## src/rtl/ela_row_if.sv

```systemverilog
// Row-request bundle between the pixel source, the row server and the ELA engine.
// The slave side is the row server; the master side feeds pixels and issues requests.
interface ela_row_if;
    logic [7:0] pix_in;
    logic       pix_valid;
    logic       pix_ready;
    logic       req;
    logic [7:0] in_data;
    logic       row_avail;
    logic       frame_done;
    logic       err;

    modport master (
        output pix_in, pix_valid, req,
        input  pix_ready, in_data, row_avail, frame_done, err
    );

    modport slave (
        input  pix_in, pix_valid, req,
        output pix_ready, in_data, row_avail, frame_done, err
    );
endinterface

```

## src/rtl/ela_row_server.sv

```systemverilog
// Decimating row server: keeps even rows of an incoming frame in two ping-pong
// row buffers and serves one buffered row per request as a gapless pixel burst.
module ela_row_server #(
    parameter int WIDTH    = 32,
    parameter int OUT_ROWS = 16
) (
    input  logic        clk,
    input  logic        rst,
    ela_row_if.slave    bus
);
    localparam int CW = $clog2(WIDTH);
    localparam int RW = $clog2(2 * OUT_ROWS - 1);
    localparam int OW = (OUT_ROWS > 1) ? $clog2(OUT_ROWS) : 1;

    localparam logic [CW-1:0] LAST_COL    = CW'(WIDTH - 1);
    localparam logic [RW-1:0] LAST_IN_ROW = RW'(2 * OUT_ROWS - 2);
    localparam logic [OW-1:0] LAST_OUT    = OW'(OUT_ROWS - 1);

    typedef enum logic {IDLE, SEND} state_t;

    state_t          state_reg, state_next;
    logic [CW-1:0]   in_col_reg, in_col_next;
    logic [RW-1:0]   in_row_reg, in_row_next;
    logic            wr_buf_reg, wr_buf_next;
    logic [CW-1:0]   rd_col_reg, rd_col_next;
    logic            rd_buf_reg, rd_buf_next;
    logic [OW-1:0]   out_row_reg, out_row_next;
    logic [1:0]      full_reg, full_next;
    logic            frame_done_reg, frame_done_next;
    logic            err_reg, err_next;
    logic [7:0]      in_data_reg, in_data_next;
    logic            run_reg;

    logic            accept;
    logic            wr_fire;
    logic            wr_en;
    logic            row_done;
    logic            release_buf;
    logic            avail;

    logic [7:0]      mem [0:2*WIDTH-1];

    // Odd rows are always drained; even rows wait for a free buffer.
    assign accept   = run_reg && (in_row_reg[0] || !full_reg[wr_buf_reg]);
    assign wr_fire  = bus.pix_valid && accept;
    assign wr_en    = wr_fire && !in_row_reg[0];
    assign row_done = wr_en && (in_col_reg == LAST_COL);
    assign avail    = full_reg[rd_buf_reg] && (state_reg == IDLE);

    assign bus.pix_ready  = accept;
    assign bus.row_avail  = avail;
    assign bus.in_data    = in_data_reg;
    assign bus.frame_done = frame_done_reg;
    assign bus.err        = err_reg;

    always_comb begin
        in_col_next = in_col_reg;
        in_row_next = in_row_reg;
        wr_buf_next = wr_buf_reg;
        if (wr_fire) begin
            in_col_next = in_col_reg + 1'b1;
            if (in_col_reg == LAST_COL) begin
                in_col_next = '0;
                in_row_next = (in_row_reg == LAST_IN_ROW) ? '0 : in_row_reg + 1'b1;
                if (!in_row_reg[0]) begin
                    wr_buf_next = ~wr_buf_reg;
                end
            end
        end
    end

    always_comb begin
        state_next      = state_reg;
        rd_col_next     = rd_col_reg;
        rd_buf_next     = rd_buf_reg;
        out_row_next    = out_row_reg;
        frame_done_next = 1'b0;
        err_next        = err_reg;
        release_buf     = 1'b0;
        case (state_reg)
            IDLE: begin
                if (bus.req) begin
                    if (avail) begin
                        state_next  = SEND;
                        rd_col_next = CW'(1);
                    end else begin
                        err_next = 1'b1;
                    end
                end
            end
            SEND: begin
                if (bus.req) begin
                    err_next = 1'b1;
                end
                rd_col_next = rd_col_reg + 1'b1;
                if (rd_col_reg == LAST_COL) begin
                    release_buf     = 1'b1;
                    rd_col_next     = '0;
                    rd_buf_next     = ~rd_buf_reg;
                    state_next      = IDLE;
                    out_row_next    = (out_row_reg == LAST_OUT) ? '0 : out_row_reg + 1'b1;
                    frame_done_next = (out_row_reg == LAST_OUT);
                end
            end
            default: state_next = IDLE;
        endcase
    end

    // Writer and reader always touch different buffers, so both updates can land together.
    always_comb begin
        full_next = full_reg;
        if (release_buf) begin
            full_next[rd_buf_reg] = 1'b0;
        end
        if (row_done) begin
            full_next[wr_buf_reg] = 1'b1;
        end
    end

    // Read one edge ahead so in_data is a plain register holding the pixel for the coming cycle.
    always_comb begin
        in_data_next = 8'd0;
        if (full_next[rd_buf_next]) begin
            in_data_next = mem[{rd_buf_next, rd_col_next}];
        end
    end

    always_ff @(posedge clk) begin
        if (wr_en) begin
            mem[{wr_buf_reg, in_col_reg}] <= bus.pix_in;
        end
    end

    always_ff @(posedge clk or posedge rst) begin
        if (rst) begin
            state_reg      <= IDLE;
            in_col_reg     <= '0;
            in_row_reg     <= '0;
            wr_buf_reg     <= 1'b0;
            rd_col_reg     <= '0;
            rd_buf_reg     <= 1'b0;
            out_row_reg    <= '0;
            full_reg       <= 2'b00;
            frame_done_reg <= 1'b0;
            err_reg        <= 1'b0;
            in_data_reg    <= 8'd0;
            run_reg        <= 1'b0;
        end else begin
            state_reg      <= state_next;
            in_col_reg     <= in_col_next;
            in_row_reg     <= in_row_next;
            wr_buf_reg     <= wr_buf_next;
            rd_col_reg     <= rd_col_next;
            rd_buf_reg     <= rd_buf_next;
            out_row_reg    <= out_row_next;
            full_reg       <= full_next;
            frame_done_reg <= frame_done_next;
            err_reg        <= err_next;
            in_data_reg    <= in_data_next;
            run_reg        <= 1'b1;
        end
    end
endmodule

```

## src/flat_wrapper.sv

```systemverilog
// flat-port wrapper written by rule: the top's interface ports become plain ports
module ela_row_server_flat 
#(
    parameter int WIDTH    = 32,
    parameter int OUT_ROWS = 16
)
  (clk, rst, bus_pix_in, bus_pix_valid, bus_req, bus_pix_ready, bus_in_data, bus_row_avail, bus_frame_done, bus_err);
  ela_row_if bus_i ();
  input  logic clk;
  input  logic rst;
  input wire logic [$bits(bus_i.pix_in)-1:0] bus_pix_in;
  input wire logic [$bits(bus_i.pix_valid)-1:0] bus_pix_valid;
  input wire logic [$bits(bus_i.req)-1:0] bus_req;
  output wire logic [$bits(bus_i.pix_ready)-1:0] bus_pix_ready;
  output wire logic [$bits(bus_i.in_data)-1:0] bus_in_data;
  output wire logic [$bits(bus_i.row_avail)-1:0] bus_row_avail;
  output wire logic [$bits(bus_i.frame_done)-1:0] bus_frame_done;
  output wire logic [$bits(bus_i.err)-1:0] bus_err;
  assign bus_i.pix_in = bus_pix_in;
  assign bus_i.pix_valid = bus_pix_valid;
  assign bus_i.req = bus_req;
  assign bus_pix_ready = bus_i.pix_ready;
  assign bus_in_data = bus_i.in_data;
  assign bus_row_avail = bus_i.row_avail;
  assign bus_frame_done = bus_i.frame_done;
  assign bus_err = bus_i.err;
  ela_row_server #(.WIDTH(WIDTH), .OUT_ROWS(OUT_ROWS)) u_core (.clk(clk), .rst(rst), .bus(bus_i));
endmodule
```

## config.mk

```make
export PLATFORM = sky130hd
export DESIGN_NAME = ela_row_server_flat
export DESIGN_NICKNAME = d
export VERILOG_FILES = /design/src/rtl/ela_row_if.sv /design/src/rtl/ela_row_server.sv /design/src/flat_wrapper.sv
export SDC_FILE = /design/constraint.sdc
export NUM_CORES = 1
export LEC_CHECK = 0
export ABC_AREA = 1
export BUFFER_PORTS_ARGS = -buffer_cell sky130_fd_sc_hd__buf_4
export CELL_PAD_IN_SITES_DETAIL_PLACEMENT = 0
export CELL_PAD_IN_SITES_GLOBAL_PLACEMENT = 1
export CORE_MARGIN = 5
export CORE_UTILIZATION = 30
export DETAILED_ROUTE_END_ITERATION = 12
export GPL_ROUTABILITY_DRIVEN = 0
export PLACE_DENSITY_LB_ADDON = 0.1
export SLEW_MARGIN = 25
export SYNTH_ARGS = -nofsm -noshare
export SYNTH_HDL_FRONTEND = slang
export SYNTH_SLANG_ARGS = --single-unit
```

## constraint.sdc

```tcl
create_clock -name clk -period 4.6 [get_ports clk]
set_clock_uncertainty 0.2 [all_clocks]
set_input_delay 0.23 -clock clk [delete_from_list [all_inputs] [get_ports clk]]
set_output_delay 0.23 -clock clk [all_outputs]
set_load 0.01 [all_outputs]
```

# [After elaboration in Yosys (flattened, before gate mapping)]
# Memories as Yosys holds them, arrays and structs flattened.
# Cells that the tools add are included.
[classes] addsub=4 order_cmp=5 eq_ne=7 muxes=36 n_bitwise=7 n_reduce_logical=14
[ops] operator="2-to-1 mux 5 bit" n=5
[ops] operator="2-to-1 mux 1 bit" n=22
[ops] operator="adder 5 x 1 -> 5 bit, second input constant" n=3
[ops] operator="== test 5 bit, second input constant" n=3
[ops] operator="one-hot mux 5 bit (2 select lines)" n=1
[ops] operator="2-to-1 mux 8 bit" n=1
[ops] operator="logical AND 1 bit" n=7
[ops] operator="< comparator 1 x 2 -> 1 bit, second input constant" n=3
[ops] operator="!= test 2 bit, second input constant" n=3
[ops] operator="AND reduction 3 bit" n=2
[ops] operator="adder 4 x 1 -> 4 bit, second input constant" n=1
[ops] operator="== test 4 bit, second input constant" n=1
[ops] operator="2-to-1 mux 2 bit" n=2
[ops] operator="2-to-1 mux 4 bit" n=1
[ops] operator="NOT 1 bit" n=4
[ops] operator="one-hot mux 1 bit (2 select lines)" n=2
[ops] operator="AND reduction 2 bit" n=2
[ops] operator="AND 2 bit" n=1
[ops] operator="demux 1 bit (select 1 bit)" n=2
[ops] operator=">= comparator 1 bit, second input constant" n=2
[ops] operator="logical NOT 1 bit" n=2
[ops] operator="NOT 2 bit" n=1
[ops] operator="OR 2 bit" n=1
[ops] operator="logical OR 1 bit" n=1
[word_totals] regBits=35 ram_bits=512 inputBits=12 out_inout_bits=12 elab_cells=86 memories=1
[mem_list] memory="u_core.mem" depth=64 word_bits=8 rd=1 rd_ports_with_merged_regs=0 write_ports=1 line_no="ela_row_server.sv:41" source="logic [7:0] mem [0:2*WIDTH-1];"

# [Logic depth before layout (Yosys ltp)]
# Gate-level depths: netlist (run 1).
[logic_depth] ltp_word=12 mapped_depth=19 mapped_depth_nobuf=17

# [Least setup slack after synthesis (run 1)]
# Ideal clock, no wire load.
[synth_timing] path_kind="reg-to-reg" from="reg u_core.rd_col_reg[0]" to="reg u_core.in_data_reg[6] (netlist: u_core.bus.in_data[6])" setup_ns=0.121 arrival_time_ns=2.315 t_required_ns=4.279 path_slack_ns=1.964 stages_incl_launch_ff=15 n_path_buf=2 period_less_slack_ns=2.636 cell_sequence="dfrtp_1 > ha_1 > nand2_1 > nor2_1 > ha_1 > o21ai_1 > clkbuf_1 > buf_1 > nand3b_1 > nand3_1 > nand3_1 > nand3_1 > nand3_1 > nand3_1 > a21oi_1"
[synth_between] elab_chain_len=9 elab_cells_between_ends=17 cone_classes="add/sub (1); eq/ne (1); mux (13); bitwise (1); memory (1)"
[synth_rtl] item="start, declared" line_no="ela_row_server.sv:25" source="logic [CW-1:0] rd_col_reg, rd_col_next;"
[synth_rtl] item="start signal, assigned" line_no="ela_row_server.sv:153" source="rd_col_reg <= rd_col_next;"
[synth_rtl] item="branches (longest 8 deep; another with memory read (64 x 8 bit))"
[synth_rtl] item="2-to-1 mux 8 bit *" line_no="ela_row_server.sv:123" source="if (full_next[rd_buf_next]) begin"
[synth_rtl] item="named net u_core.in_data_next[6]" line_no="ela_row_server.sv:31" source="logic [7:0] in_data_reg, in_data_next;"
[synth_rtl] item="end signal, assigned" line_no="ela_row_server.sv:159" source="in_data_reg <= in_data_next;"
[synth_rtl] item="end, declared" line_no="ela_row_server.sv:31"
# Mark *: on every way through the listed nets, which the timed path passes. The select of a mux whose other input is x is not followed.
# A chain may end at the register's enable or synchronous reset.

# [Worst setup path after layout (run 1)]
# Ends and elaborated chain as after synthesis.

==> reports/results.tsv, run 1 <==
stage	metric	value	unit
outcome	status	finished clean	
clocking	numCtsBuffers	61	
synth	synth_fp_nets	1966	
synth	yosys.area.top_type	edfxtp_1	
floorplanning	die-area	80900	um^2
global_route	grt_use_total	17.0	%
clocking	clk_pin_slew	60	ps
timing	clock.fmax	269	MHz
timing	rsz0062_at_grt	false	
floorplanning	start_util	30.3	%
synth	synth_edf_count	512	
route	via_count	14700	
timing	final.setup.worst_slack	887	ps
final_layout	largest_reg_flops	512	
final_layout	area_growth	14.7	%
synth	synthArstFlopShare	6.40	%
synth	synth_top_area_share	68.1	%
synth	syn_area_per_cell	11.6	um^2
worst_setup_path	slowest_delay	460	ps
clocking	clk_path_buf_depth	3	
timing	min_period	3710	ps
clocking	clkSinkCount	547	
floorplanning	rows	100	
synth	ys_top_cells_by_count	543 x nand3_1, 512 x edfxtp_1, 509 x nand2_1, 102 x nor2_1, 54 x buf_2	
final_layout	fin_util	34.7	%
timing	max_slew_margin	35.2	%
timing	tns	0	ps
place	post_dp_cell_area	23900	um^2
clocking	htreeDepth	2	
worst_setup_path	worstPathCellList	ha_1 -> nand2_1 -> nor2_1 -> ha_1 -> nor2_2 -> inv_2 -> nand3_4 -> nand2_8 -> inv_6 -> buf_12 -> nand2_1 -> nand2_1 -> nand2_1 -> nand3_1 -> nand3_1 -> nand3_1 -> nand3_1 -> a21oi_1	
global_route	overflow	0	
job	drv_cap	0	
global_route	grt_pass1_wl	103	mm
route	drtAntennaViolNets	0	
synth	syn_area	22600	um^2
synth	synth.area.top_cells	edfxtp_1 68%, nand3_1 12%, nand2_1 8.5%, dfrtp_1 3.9%, nor2_1 1.7%	
global_route	antenna_found_initial	0	
route	vias_per_cell	4.93	
min_path	hold-path-endpoint	u_core.mem[34][6]	
clocking	cts_tree	done	
final_layout	nFillCells	7368	
synth	yosysWarnings	0	
route	firstDrtPassIters	5	
clocking	root_buffer	clkbuf_16	
worst_setup_path	reg2reg_depth	18	
clocking	cts_resized	0	
place	post-place-cells	2873	
floorplanning	die_h	284	um
final_layout	layout.cells.non_filler	2990	
synth	synthCells	1947	
worst_setup_path	end_kind	flip-flop	
timing	period_share	80.7	%
final_layout	num_antenna_cells	0	
floorplanning	pin_count	24	
worst_setup_path	r2r_start	u_core.rd_col_reg[0]	
worst_setup_path	crit_type	flip-flop to flip-flop	
route	drc	0	
pwr	power	20.0	mW
synth	ys_ff_latch	547	
clocking	clk_latency	620	ps
final_layout	finish.instance_area	25900	um^2
global_route	grt_max_degree	96	
floorplanning	core	74600	um^2
place	pre_cts_ws	838	ps
route	wl_per_cell	23.4	um
worst_setup_path	arrival	4050	ps
route	totalWireLength	70.1	mm
min_path	hold_class	input port to flip-flop	
worst_setup_path	r2r_end	u_core.bus.in_data[6]	
synth	ys_seq_area_share	71.9	%
global_route	grt_pass1_vias	14600	
place	dpl.hpwl	40.1	mm
floorplanning	die_w	284	um
timing	finalHoldViolCount	0	
min_path	min_path_cells	1	
worst_setup_path	crit_fanout	62	
final_layout	nNetsFinal	1989	
timing	hold_slack	23.2	ps
timing	tightest_slew	971	ps
pwr	ir_drop	530	uV
final_layout	drive_above_1_share	8.91	%
pwr	leakage	9.26	nW
worst_setup_path	ff2ff_setup_slack	890	ps
synth	synth-main-ff-cell	edfxtp_1	
pwr	p_per_area	771	nW/um^2
min_path	hp-start	bus_pix_in[6]	
place	portBuffers	23	
worst_setup_path	cp_slowest_cell	inv_6	
synth	yosysUniqueCellTypes	34	
timing	finalSetupViolCount	0	
worst_setup_path	crit_required	4940	ps
synth	synth_most_common_cell	nand3_1	
route	drt_iter0_markers	1172	
timing	drv_slew	0	
worst_setup_path	startpoint_type	flip-flop	
==> worst max path at each step <==
stage                                 end                  from  cells after the start
floorplan           u_core.bus.in_data[6]  u_core.rd_col_reg[0]                     14
global placement    u_core.bus.in_data[4]  u_core.rd_col_reg[0]                     18
detailed placement  u_core.bus.in_data[6]  u_core.rd_col_reg[0]                     18
CTS                 u_core.bus.in_data[6]  u_core.rd_col_reg[0]                     18
global route        u_core.bus.in_data[4]  u_core.rd_col_reg[0]                     18
finish              u_core.bus.in_data[6]  u_core.rd_col_reg[0]                     18
==> area by class of cell <==
type | instances | area (um^2) | area share [%]
clock buffers | 83 | 1690 | 6.53
clock inverters | 31 | 274 | 1.06
inverters | 63 | 246 | 0.951
multi-input cells | 1224 | 5590 | 21.6
flip-flops and latches | 547 | 16300 | 62.7
well taps | 969 | 1210 | 4.68
repair buffers | 73 | 647 | 2.50
==> layer usage <==
metal	vias to the layer above	global-route usage (%)	part of all wire, %
met5	-	0	0
met4	0	3.94	2.1
met3	90	2.20	4.0
met2	312	27.1	46
met1	7419	24.9	48
li1	6922	-	-
==> critical path, delay by kind of cell (launching register included) <==
family / cells / cell delay, ps
adders and majority gates: 2 / 490
and+or+nand+nor: 12 / 1340
DFF: 1 / 440
buffers and inverters: 3 / 890
AOI/OAI and AO/OA: 1 / 220
==> where the power goes <==
part,internal [mW],leakage (nW),switching (mW)
clock network,2.83,0.963,2.00
registers,5.57,5.02,0.149
logic,2.57,3.27,6.84
total,11.0,9.26,8.99
==> cells by family after synthesis <==
family | count (synthesis) | share of synthesized area, %
other cells | 1 | 0.0166
flops | 547 | 71.9
simple gates | 1186 | 23.2
buf+inv | 176 | 3.60
compound gates | 24 | 0.620
xor+xnor | 6 | 0.233
fa+ha+maj | 7 | 0.388
==> repair_timing <==
action                                 4_1_cts  5_1_grt
endpoints found under the hold margin       45        0
hold buffers                                 3        0
buffers inserted                             0        0
==> cell usage in the layout, fill, tap and decap left out, types with 2 or more instances in the layout <==
cell type | netlist | routed
nand3_1 | 543 | 543
edfxtp_1 | 512 | 512
nand2_1 | 509 | 508
nor2_1 | 102 | 102
clkbuf_16 | 0 | 63
buf_4 | 17 | 62
inv_1 | 53 | 50
dfrtp_1 | 35 | 35
nand3b_1 | 21 | 21
clkbuf_1 | 30 | 16
clkinv_1 | 0 | 13
clkinv_2 | 2 | 12
o21ai_0 | 9 | 9
inv_2 | 7 | 9
ha_1 | 7 | 7
buf_12 | 0 | 7
bufinv_16 | 0 | 5
a21oi_1 | 5 | 4
clkbuf_8 | 0 | 4
xnor2_1 | 3 | 3
nor3_1 | 3 | 3
xor2_1 | 3 | 3
dlygate4sd3_1 | 0 | 3
nand2_2 | 3 | 2
nor2_2 | 2 | 2
o21ai_1 | 3 | 2
inv_6 | 0 | 2
a31oi_1 | 2 | 2
No activity file was read; power rests on OpenSTA's default activity.
==> run 2, diff against run 1 <==
==> constraint.sdc (replaced) <==
create_clock -name clk -period 3.3 [get_ports clk]
set_clock_uncertainty 0.2 [all_clocks]
set_input_delay 0.165 -clock clk [delete_from_list [all_inputs] [get_ports clk]]
set_output_delay 0.165 -clock clk [all_outputs]
set_load 0.01 [all_outputs]
==> run 2 against run 1 <==
  * Core utilization up 1.3 points
  * Critical path depth did not move
  * Global-route usage increased by 0.072 points
  * Sequential cell count did not move
==> reports/results.tsv, run 2 (synthesis results as in run 1) <==
stage	metric	value	unit	change
pwr	clkPwrFrac	22.5	%	-1.7 points
pwr	p_seq_share	27.5	%	-1.1 points
final_layout	area_growth	18.9	%	
floorplanning	die-area	80900	um^2	unchanged
floorplanning	start_util	30.3	%	unchanged
global_route	grt.met1_usage	24.5	%	-0.38 points
timing	drv_slew	0		unchanged
final_layout	drive_above_1_share	13.6	%	+4.7 points
clocking	cts_tree	done		
min_path	hold_class	input port to async pin		
worst_setup_path	crit_fanout	24		-61%
route	drc	0		unchanged
worst_setup_path	slowest_delay	430	ps	-30 ps
global_route	grt.busiest_layer	met2		
worst_setup_path	crit_start	u_core.rd_col_reg[0]		
worst_setup_path	startpoint_type	flip-flop		
final_layout	largest_reg_flops	512		unchanged
global_route	overflow	0		unchanged
route	drt_iter0_markers	1017		-13%
floorplanning	pin_count	24		unchanged
place	dpl.hpwl	40.7	mm	+1.5%
route	via_count	15000		+2.0%
clocking	clk_latency	620	ps	about the same
worst_setup_path	r2r_end	u_core.bus.in_data[1]		
floorplanning	die_w	284	um	unchanged
worst_setup_path	reg2reg_depth	18		unchanged
worst_setup_path	critPathCapture	u_core.bus.in_data[1]		
clocking	numCtsBuffers	60		-1.6%
global_route	grt_util_met2	27.5	%	+0.43 points
floorplanning	die_h	284	um	unchanged
worst_setup_path	r2r_start	u_core.rd_col_reg[0]		
global_route	grt_pass1_vias	15000		+2.9%
pwr	p_sw_share	44.5	%	-0.51 points
global_route	met3_usage	2.73	%	+0.54 points
worst_setup_path	cp_slowest_cell	dfrtp_2		
final_layout	layout.cells.non_filler	3078		+2.9%
final_layout	final-seq-area	16300	um^2	about the same
floorplanning	core	74600	um^2	unchanged
job	drv_cap	0		unchanged
final_layout	final_cell_mix	531 x nand3_1, 512 x edfxtp_1, 503 x nand2_1		
final_layout	multi_input_area	5690	um^2	+1.8%
worst_setup_path	crit_type	flip-flop to flip-flop		
clocking	clkSinkCount	547		unchanged
final_layout	nNetsFinal	2079		+4.5%
timing	max_slew_margin	34.9	%	-0.34 points
timing	finalHoldViolCount	0		unchanged
outcome	status	finished clean		
worst_setup_path	path_depth	18		unchanged
worst_setup_path	path_common_cell	nand3_1		
route	wl_per_cell	22.9	um	-2.3%
worst_setup_path	arrival	3500	ps	-550 ps
timing	min_period	3150	ps	-564 ps
clocking	clk_pin_slew	60	ps	about the same
worst_setup_path	end_kind	flip-flop		
pwr	leakage	9.81	nW	+5.9%
global_route	grt_use_total	17.1	%	+0.072 points
final_layout	final_common_cell	nand3_1		
global_route	grt_pass1_wl	104	mm	+0.97%
route	drtAntennaViolNets	0		unchanged
place	portBuffers	23		unchanged
timing	clock.fmax	318	MHz	+18%
route	totalWireLength	70.5	mm	+0.56%
route	firstDrtPassIters	7		+2
worst_setup_path	worstPathCellList	ha_1 -> nand2_1 -> nor2_1 -> ha_2 -> nor2_2 -> buf_4 -> o21ai_0 -> a21oi_1 -> a21oi_4 -> inv_2 -> buf_12 -> buf_4 -> nand3_1 -> nand3_1 -> nand3_1 -> nand2_1 -> nor2_2 -> nor2_1		
global_route	grt_max_degree	84		-13%
timing	finalSetupViolCount	0		unchanged
clocking	htreeDepth	2		unchanged
pwr	p_int	16.0	mW	+46%
final_layout	nFillCells	7369		+0.014%
pwr	ir_drop	853	uV	+61%
timing	tns	0	ps	unchanged
timing	tightest_slew	977	ps	+6.13 ps
pwr	power.switching	12.9	mW	+43%
pwr	comb_power_share	50.0	%	+2.8 points
floorplanning	rows	100		unchanged
pwr	p_per_area	1080	nW/um^2	+40%
timing	hold_slack	12.6	ps	-10.6 ps
worst_setup_path	cp_top_family	simple AND/OR/NAND/NOR gates		
clocking	clk_path_buf_depth	3		unchanged
worst_setup_path	crit_buf_inv	4		+1
final_layout	fin_util	36.0	%	+1.3 points
route	vias_per_cell	4.89		-0.89%
timing	period_share	95.4	%	+15 points
clocking	root_buffer	clkbuf_16		
worst_setup_path	crit_required	3660	ps	-1280 ps
place	post-place-cells	2947		+2.6%
worst_setup_path	ff2ff_setup_slack	150	ps	-740 ps
global_route	antenna_found_initial	2		+2
## run 2: changes by cell type in the layout (fill, tap and decap cells not counted), sizes merged, moves of 2 or more
cell	before	now
buf	70	152
bufinv	5	3
dlygate4sd3	3	9
bufbuf	0	2
## run 2: stage by stage
| step | area, um^2 | setup WS (ps) | power (mW) |
|---|---|---|---|
| 2_1_floorplan | 22600 | 664 | 16.2 |
| 3_3_place_gp | 24600 | -70.4 | 22.0 |
| 3_5_place_dp | 24600 | -81.4 | 21.9 |
| 4_1_cts | 26700 | 9.51 | 28.9 |
| 5_1_grt | 26900 | -8.12 | 30.8 |
| 6_report | 26900 | 151 | 28.9 |
## run 2: final cells by class
class	count	share of cell area (%)
antenna	1	0.00931
inverter	63	0.941
clock inverter	29	0.824
sequential	547	60.5
tap	969	4.51
multi-input combinational	1224	21.2
clock buffer	81	6.18
timing repair buffer	164	5.86
## run 2: how the worst min path moves through the flow
stage,start,end,cells past startpoint
2_1_floorplan,bus_pix_in[0],u_core.mem[0][0],0
3_3_place_gp,rst,u_core.run_reg,2
3_5_place_dp,rst,u_core.bus.frame_done,2
4_1_cts,bus_pix_in[0],u_core.mem[0][0],1
5_1_grt,rst,u_core.in_row_reg[4],3
6_report,rst,u_core.out_row_reg[3],3
## run 2: timing repair
item | CTS | global route
setup endpoints to repair | 7 | 8
pin swaps | 1 | 4
gates cloned | 2 | 1
endpoints found under the hold margin | 189 | 0
resized for setup | 14 | 25
setup buffers | 0 | 8
hold buffers | 9 | 0
## run 2: per-layer routing
metal / wire (um) / vias to the layer above
li1: - / 7099
met1: 33400 / 7573
met2: 32700 / 284
met3: 3050 / 86
met4: 1330 / 0
met5: 0 / -
## run 2: power groups by stage
stage / Clock, mW / Combinational [mW] / Sequential (mW)
floorplan: 0 / 8.17 / 8.01
global placement: 0 / 13.9 / 8.12
detailed placement: 0 / 13.8 / 8.11
CTS: 6.70 / 14.3 / 7.97
global route: 6.98 / 15.8 / 7.98
finish: 6.50 / 14.5 / 7.97
## run 2: worst min-delay path, stage by stage
cell and delay (ps):
dlygate4sd3_1 540, buf_4 140, clkinv_2 500
==> run 3, diff against run 2 <==
--- a/config.mk
+++ b/config.mk
@@ -13,6 +13,7 @@
 export CORE_UTILIZATION = 30
 export DETAILED_ROUTE_END_ITERATION = 12
 export GPL_ROUTABILITY_DRIVEN = 0
+export GPL_TIMING_DRIVEN = 0
 export PLACE_DENSITY_LB_ADDON = 0.1
 export SLEW_MARGIN = 25
 export SYNTH_ARGS = -nofsm -noshare
==> run 3 against run 2 <==
  * The run now ends with setup timing left
  * Fmax shrank 5.6%
  * Wire length grew 9.2%
  * Die area is the same
  * Worst hold slack gained 21 ps
  * Critical path type unchanged
  * Largest cell class unchanged
==> reports/results.tsv, run 3 (synthesis results as in run 1) <==
stage	metric	value	unit	change
timing	rsz0062_at_grt	true		
floorplanning	core	74600	um^2	unchanged
global_route	grt_pass1_vias	15100		+0.36%
outcome	status	finished, violations left		
worst_setup_path	end_kind	flip-flop		
global_route	grt_use_total	18.7	%	+1.6 points
place	pre_cts_ws	-813	ps	-732 ps
outcome	violations	setup timing		
floorplanning	rows	100		unchanged
place	portBuffers	23		unchanged
route	drc	0		unchanged
timing	clock.fmax	300	MHz	-5.6%
worst_setup_path	crit_fanout	9		-63%
place	dpl.hpwl	50.9	mm	+25%
timing	drv_slew	0		unchanged
global_route	grt_pass1_wl	110	mm	+5.4%
min_path	hp-start	bus_pix_in[1]		
final_layout	num_antenna_cells	0		-1
timing	period_share	101	%	+5.7 points
final_layout	drive_above_1_share	19.2	%	+5.6 points
global_route	overflow	0		unchanged
final_layout	fin_util	36.8	%	+0.79 points
final_layout	nNetsFinal	2071		-0.38%
floorplanning	die_h	284	um	unchanged
final_layout	multi_input_area	6340	um^2	+11%
worst_setup_path	arrival	3360	ps	-140 ps
timing	finalHoldViolCount	0		unchanged
route	via_count	15300		+1.6%
worst_setup_path	crit_required	3320	ps	-340 ps
final_layout	nFillCells	7416		+0.64%
final_layout	final-seq-area	16300	um^2	unchanged
worst_setup_path	crit_type	flip-flop to flip-flop		
route	drt_iter0_markers	1227		+21%
worst_setup_path	startpoint_type	flip-flop		
global_route	antenna_found_initial	3		+1
clocking	clk_path_buf_depth	3		unchanged
final_layout	area_growth	21.5	%	
clocking	root_buffer	clkbuf_16		
worst_setup_path	r2r_start	u_core.wr_buf_reg		
route	drtAntennaViolNets	0		unchanged
floorplanning	die-area	80900	um^2	unchanged
route	totalWireLength	77.0	mm	+9.2%
final_layout	largest_reg_flops	512		unchanged
global_route	grt_max_degree	65		-23%
timing	max_slew_margin	26.3	%	-8.6 points
clocking	htreeDepth	3		+1
timing	finalSetupViolCount	30		+30
floorplanning	die_w	284	um	unchanged
floorplanning	start_util	30.3	%	unchanged
route	firstDrtPassIters	5		-2
final_layout	final_cell_mix	512 x edfxtp_1, 497 x nand2_1, 476 x nand3_1		
clocking	cts_tree	done		
worst_setup_path	cp_slowest_cell	nor2_1		
timing	tightest_slew	1100	ps	+125 ps
clocking	clk_pin_slew	60	ps	about the same
worst_setup_path	crit_start	u_core.wr_buf_reg		
clocking	numCtsBuffers	66		+10%
worst_setup_path	worstPathCellList	buf_6 -> nor2_1 -> nor2_1 -> o21ai_1 -> nand2_1 -> inv_2 -> nand2_2 -> clkinv_2 -> nand2_2 -> nor2_1 -> nand3_2 -> nor2_1		
timing	final.setup.worst_slack	-37.6	ps	-189 ps
worst_setup_path	path_common_cell	nor2_1		
job	drv_cap	0		unchanged
route	wl_per_cell	25.1	um	+9.6%
route	vias_per_cell	4.98		+1.9%
min_path	hold_class	input port to flip-flop		
clocking	clkSinkCount	547		unchanged
clocking	clk_latency	600	ps	-20 ps
floorplanning	pin_count	24		unchanged
final_layout	final_common_cell	edfxtp_1		
worst_setup_path	slowest_delay	750	ps	+320 ps
timing	min_period	3340	ps	+189 ps
==> run 3: cell count changes in the layout (fill, tap and decap cells not counted), moves of 10 or more <==
cell	delta
clkbuf_1	+13
nand3_2	+53
buf_4	-77
nor2_2	+48
buf_6	+16
nor2_1	-78
buf_2	+19
clkbuf_2	+10
nor2_4	+30
nand3_1	-55
==> run 3: final cells by class <==
class	count	share of cell area, %
Buffer	112	3.54
Clock buffer	88	6.55
Clock inverter	28	0.980
Inverter	63	0.925
Multi-Input combinational cell	1224	23.1
Sequential cell	547	59.2
Tap cell	969	4.42
Timing Repair Buffer	38	1.30
==> run 3: final timing paths <==
path,end,slack [ps],depth (start not counted)
worst max-delay path,u_core.mem[20][2],-40,12
worst min-delay path,u_core.mem[11][1],30,1
worst max register to register,u_core.mem[20][2],-40,12
worst min register to register,u_core.bus.err,260,1
max in group asynchronous,u_core.rd_col_reg[0],1850,5
min in group asynchronous,u_core.out_row_reg[1],520,4
==> run 3: timing repair <==
item,4_1_cts,5_1_grt
hold buffers,6,0
hold endpoints to repair,110,0
pin swaps,6,24
setup endpoints to repair,340,491
setup buffers,6,1
cloned,1,0
gates resized for setup,177,200
==> run 3: layer usage <==
layer  share of wire, %  global-route usage [%]  vias up  wire length (um)
met1                 48                    27.5     7727             36900
li1                   -                       -     7111                 -
met5                  0                       0        -                 0
met3                4.7                    2.56       82              3610
met2                 46                    29.3      361             35200
met4                1.7                    4.58        0              1320
==> run 3: worst max-delay path, delay by kind of cell, from the launching register on <==
family          cells  cell delay, ps
simple gates        8            1980
flops               1             370
buf+inv             3             320
compound gates      1              80
==> run 3: stage by stage <==
stage	instance area [um^2]	setup TNS (ps)	cells	hold WS [ps]
6_report	27500	-588	3069	33.7
4_1_cts	26700	-8200	3069	31.0
3_5_place_dp	24000	-60070	2940	21.1
5_1_grt	27500	-21240	3069	61.0
2_1_floorplan	22600	0	1947	63.9
3_3_place_gp	24000	-56260	2939	225
Power of run 3 is not shown: default switching activity piles up to over one toggle a cycle in this logic, so the estimate is an artifact.
